**src/rtl/wb_stage.sv**
```systemverilog
// Writeback stage: MEM/WB pipeline register, load-data extraction and alignment,
// register-file write control and a retired-instruction counter.
module wb_stage (
    input  logic        clk,
    input  logic        rst,
    input  logic        stallW,
    input  logic        flushW,
    input  logic        validM,
    input  logic        regwriteM,
    input  logic        memtoregM,
    input  logic [2:0]  loadtypeM,
    input  logic [1:0]  addrlowM,
    input  logic [4:0]  writeregM,
    input  logic [31:0] aluoutM,
    input  logic [31:0] readdataM,
    input  logic [31:0] pcM,
    output logic        regwriteW,
    output logic [4:0]  writeregW,
    output logic [31:0] resultW,
    output logic        validW,
    output logic [31:0] pcW,
    output logic [31:0] retire_cnt
);

    localparam logic [2:0] LT_LB  = 3'b001;
    localparam logic [2:0] LT_LBU = 3'b010;
    localparam logic [2:0] LT_LH  = 3'b011;
    localparam logic [2:0] LT_LHU = 3'b100;

    logic        valid_p1;
    logic        regwrite_p1;
    logic        memtoreg_p1;
    logic [2:0]  loadtype_p1;
    logic [1:0]  addrlow_p1;
    logic [4:0]  writereg_p1;
    logic [31:0] aluout_p1;
    logic [31:0] readdata_p1;
    logic [31:0] pc_p1;
    logic        leaving;

    function automatic logic signed [31:0] sext8(input logic signed [7:0] b);
        logic signed [31:0] r;
        r = b;
        return r;
    endfunction

    function automatic logic signed [31:0] sext16(input logic signed [15:0] h);
        logic signed [31:0] r;
        r = h;
        return r;
    endfunction

    // Little-endian lane select followed by sign or zero extension; codes
    // outside the defined set fall back to a full-word load.
    function automatic logic [31:0] extract_load(input logic [2:0]  lt,
                                                 input logic [1:0]  al,
                                                 input logic [31:0] w);
        logic [7:0]  byte_sel;
        logic [15:0] half_sel;
        logic [31:0] r;
        case (al)
            2'd0:    byte_sel = w[7:0];
            2'd1:    byte_sel = w[15:8];
            2'd2:    byte_sel = w[23:16];
            default: byte_sel = w[31:24];
        endcase
        half_sel = al[1] ? w[31:16] : w[15:0];
        case (lt)
            LT_LB:   r = sext8(byte_sel);
            LT_LBU:  r = {24'd0, byte_sel};
            LT_LH:   r = sext16(half_sel);
            LT_LHU:  r = {16'd0, half_sel};
            default: r = w;
        endcase
        return r;
    endfunction

    // ---- MEM -> WB register (p1) ----
    always_ff @(posedge clk) begin
        if (rst) begin
            valid_p1    <= 1'b0;
            regwrite_p1 <= 1'b0;
            memtoreg_p1 <= 1'b0;
            loadtype_p1 <= 3'd0;
            addrlow_p1  <= 2'd0;
            writereg_p1 <= 5'd0;
            aluout_p1   <= 32'd0;
            readdata_p1 <= 32'd0;
            pc_p1       <= 32'd0;
        end else if (flushW) begin
            valid_p1    <= 1'b0;
            regwrite_p1 <= 1'b0;
        end else if (!stallW) begin
            valid_p1    <= validM;
            regwrite_p1 <= regwriteM;
            memtoreg_p1 <= memtoregM;
            loadtype_p1 <= loadtypeM;
            addrlow_p1  <= addrlowM;
            writereg_p1 <= writeregM;
            aluout_p1   <= aluoutM;
            readdata_p1 <= readdataM;
            pc_p1       <= pcM;
        end
    end

    // An entry retires when it leaves the stage, either advanced or flushed out.
    assign leaving = valid_p1 && (!stallW || flushW);

    always_ff @(posedge clk) begin
        if (rst)
            retire_cnt <= 32'd0;
        else if (leaving)
            retire_cnt <= retire_cnt + 32'd1;
    end

    // ---- WB outputs, from p1 state only ----
    assign validW    = valid_p1;
    assign writeregW = writereg_p1;
    assign pcW       = pc_p1;
    assign regwriteW = valid_p1 && regwrite_p1 && (writereg_p1 != 5'd0);
    assign resultW   = memtoreg_p1 ? extract_load(loadtype_p1, addrlow_p1, readdata_p1)
                                   : aluout_p1;

endmodule

```
**config.mk**
```make
export PLATFORM = sky130hd
export DESIGN_NAME = wb_stage
export DESIGN_NICKNAME = d
export VERILOG_FILES = /design/src/rtl/wb_stage.sv
export SDC_FILE = /design/constraint.sdc
export NUM_CORES = 1
export LEC_CHECK = 0
export ABC_CLOCK_PERIOD_IN_PS = 2800
export BUFFER_PORTS_ARGS = -buffer_cell sky130_fd_sc_hd__buf_2
export CAP_MARGIN = 10
export CORE_ASPECT_RATIO = 0.9
export CORE_MARGIN = 2
export CORE_UTILIZATION = 50
export DETAILED_ROUTE_END_ITERATION = 8
export PLACE_DENSITY = 0.8
export SETUP_SLACK_MARGIN = 0.1
export SLEW_MARGIN = 5
export SYNTH_ARGS = -nofsm -noshare
export SYNTH_HDL_FRONTEND = slang
export SYNTH_SLANG_ARGS = --single-unit
```
**constraint.sdc**
```tcl
create_clock -name clk -period 2.8 [get_ports clk]
set_clock_uncertainty 0.15 [all_clocks]
set_input_delay 0.56 -clock clk [delete_from_list [all_inputs] [get_ports clk]]
set_output_delay 0.56 -clock clk [all_outputs]
set_load 0.03 [all_outputs]
```
==> results.yml <==
setup_path:
  reg2reg_to: "retire_cnt[25]"
  reg2reg_depth: 5
  path_class: "flip-flop to output port"
  cp-end-kind: "output port"
  worst_ep_required_time_ns: 2.09
  crit_path_start_kind: "flip-flop"
  critical_path_arrival_ns: 2.11
  r2r-start: "retire_cnt[10]"
  rrSetupSlack_ns: 0.54
  cp_max_fo: 5
logic_synthesis:
  ys_top_cells_by_area: "dfxtp_1, nand2_1, a21oi_1, nor2_1, clkbuf_1"
  syn-cell-area_um2: 6090
  ys_seq_elements: 141
  yosysWarnings: 0
  synth_top_cell_area_share: 0.464
  synthArstFlopShare: 0
  synth_cell_type_count: 41
  yosys.area.top_type: "dfxtp_1"
  synthTopCellsByCount: "nand2_1, a21oi_1, dfxtp_1, nor2_1, clkbuf_1"
  syn_nets: 905
  synth_cells: 791
  synth_flop_cell: "dfxtp_1"
  synth_seq_area_share: 0.464
  avgSynthCellArea_um2: 7.70
  synth_edf_count: 0
  yosysMostFrequentCell: "nand2_1"
sta:
  worst_pin_slew_ns: 0.578
  final.period_utilization: 1.01
  rsz0062_at_grt: "true"
  finalHoldViolations: 0
  setup_slack_ns: -0.0183
  tns_ns: -0.0183
  setup_viol: 1
  slew_headroom: 0.613
  final_max_slew_viol_count: 0
  max_freq_ghz: 0.355
  whs_ns: 0.222
  min_period_ns: 2.82
drt:
  drt-initial-drc-count: 675
  viasPerCell: 5.53
  drt_wl_total_um: 18800
  ant_nets: 0
  vias: 6487
  first_pass_iters: 6
  drc: 0
  wl_per_cell_um: 16.0
pwr:
  ir_drop_uv: 413
  total_power_mw: 5.02
  leakage_nw: 3.48
  cellPowerDensity_nw_per_um2: 594
clocking:
  tritoncts: "yes"
  clockBufferDepth: 2
  cts_root_buf: "clkbuf_16"
  clk_latency_ns: 0.42
  clock-sinks: 141
  clkTransAtPathRegs_ns: 0.06
  ctsHoldBuffers: 0
  numCtsBuffers: 17
  h-tree-depth: 4
placed_design:
  placed_area_um2: 7420
  io_buffers: 215
  place_inst: 1132
  gp_congestion: 0.917
  hpwl_um: 12400
  dp_slack_ns: -0.0212
floorplanning:
  die_y_um: 109
  die_x_um: 120
  dieArea_um2: 13100
  start_util: 0.508
  rows: 38
  pin_count: 216
  core_um2: 12000
global_route:
  track_usage: 0.283
  grt_max_degree: 55
  overflow: 0
  antenna_found_initial: 3
  grt_pass1_wl_um: 29100
  grt_pass1_vias: 6013
cells_and_area:
  nets: 1111
  utilization: 0.705
  syn_to_final_growth_pct: 38.8
  final_cells: 1172
  layout-drive-gt1-share: 0.336
  fin_area_um2: 8450
hold_path:
  min_from: "readdataM[4]"
  worstHoldPathCells: 3
  whs_endpoint: "readdata_p1[4]"
  hold_class: "input port to flip-flop"
status:
  outcome: "finished with violations"
  violations: "negative setup slack"
job:
  maxCapViolations: 0
-- layout make-up --
type / count / area, um2
clock buffer: 22 / 484
sequential: 141 / 2840
inverter: 6 / 22.5
antenna: 2 / 5.00
clock inverter: 10 / 88.8
timing repair buffer: 245 / 1570
tap: 160 / 200
fill: 969 / 3530
multi-input combinational: 586 / 3240
-- registers in the layout, indices dropped and copies added (netlist names) --
signal       cells
regwrite_p1      1
loadtype_p1      3
readdata_p1     32
writeregW        5
pcW             32
addrlow_p1       2
aluout_p1       32
validW           1
retire_cnt      32
memtoreg_p1      1
-- per-layer routing --
metal,track usage,part of all wire,vias up
li1,-,-,3086
met1,0.366,0.42,3016
met2,0.446,0.46,328
met3,0.0785,0.094,55
met4,0.128,0.025,2
met5,0,0.00069,-
-- worst max-delay path, cell delays in order, from the launching register on --
cell and delay, ns:
dfxtp_4 0.37, or3b_4 0.41, nand2_4 0.11, a21boi_4 0.09, a222oi_1 0.40, a21oi_1 0.13, buf_4 0.19
-- cell usage in the layout, fill, tap and decap left out, drive strengths merged, types with 2 or more instances in the layout --
master,instances
a21boi,3
a21oi,148
a222oi,8
a22oi,7
and2,3
and4,7
buf,245
clkbuf,22
clkinv,5
clkinvlp,4
dfxtp,141
diode,2
inv,6
mux2,2
mux2i,3
mux4,8
nand2,244
nand2b,3
nand3,10
nand4,7
nor2,60
nor2b,3
nor3,9
nor4,9
o21ai,11
or3,7
xnor2,21
xor2,3
-- power breakdown --
| group | leakage (nW) | switching (mW) | internal (mW) |
|---|---|---|---|
| Clock | 0.274 | 0.858 | 1.31 |
| Sequential | 1.15 | 0.0626 | 2.08 |
| Combinational | 2.05 | 0.426 | 0.283 |
-- timing repair --
item / in CTS / in global routing
pin swaps: 18 / 15
endpoints found under the setup margin: 31 / 32
setup buffers: 2 / 1
gates cloned: 3 / 0
resized for setup: 84 / 37
-- logic make-up (layout without fill, tap and decap cells) --
kind of cell / Yosys count / count (layout) / share of synthesized area
fa+ha+maj: 1 / 1 / 0.00206
other cells: 0 / 2 / 0
xor+xnor: 24 / 24 / 0.0345
compound gates: 179 / 180 / 0.160
simple gates: 368 / 368 / 0.261
buf+inv: 65 / 283 / 0.0409
flops: 141 / 141 / 0.464
mux: 13 / 13 / 0.0382
-- worst max path at each step --
| stage | from | cells after the start | slack (ns) | to |
|---|---|---|---|---|
| detailed placement | loadtype_p1[0] | 6 | -0.02 | resultW[7] |
| finish | loadtype_p1[0] | 6 | -0.02 | resultW[4] |
| global route | addrlow_p1[0] | 5 | -0.05 | resultW[7] |
| global placement | loadtype_p1[0] | 7 | 0.12 | resultW[12] |
| floorplan | addrlow_p1[0] | 4 | 0.07 | resultW[15] |
| CTS | addrlow_p1[0] | 5 | 0.02 | resultW[7] |
Note: power is estimated with default switching activity, not from simulation.
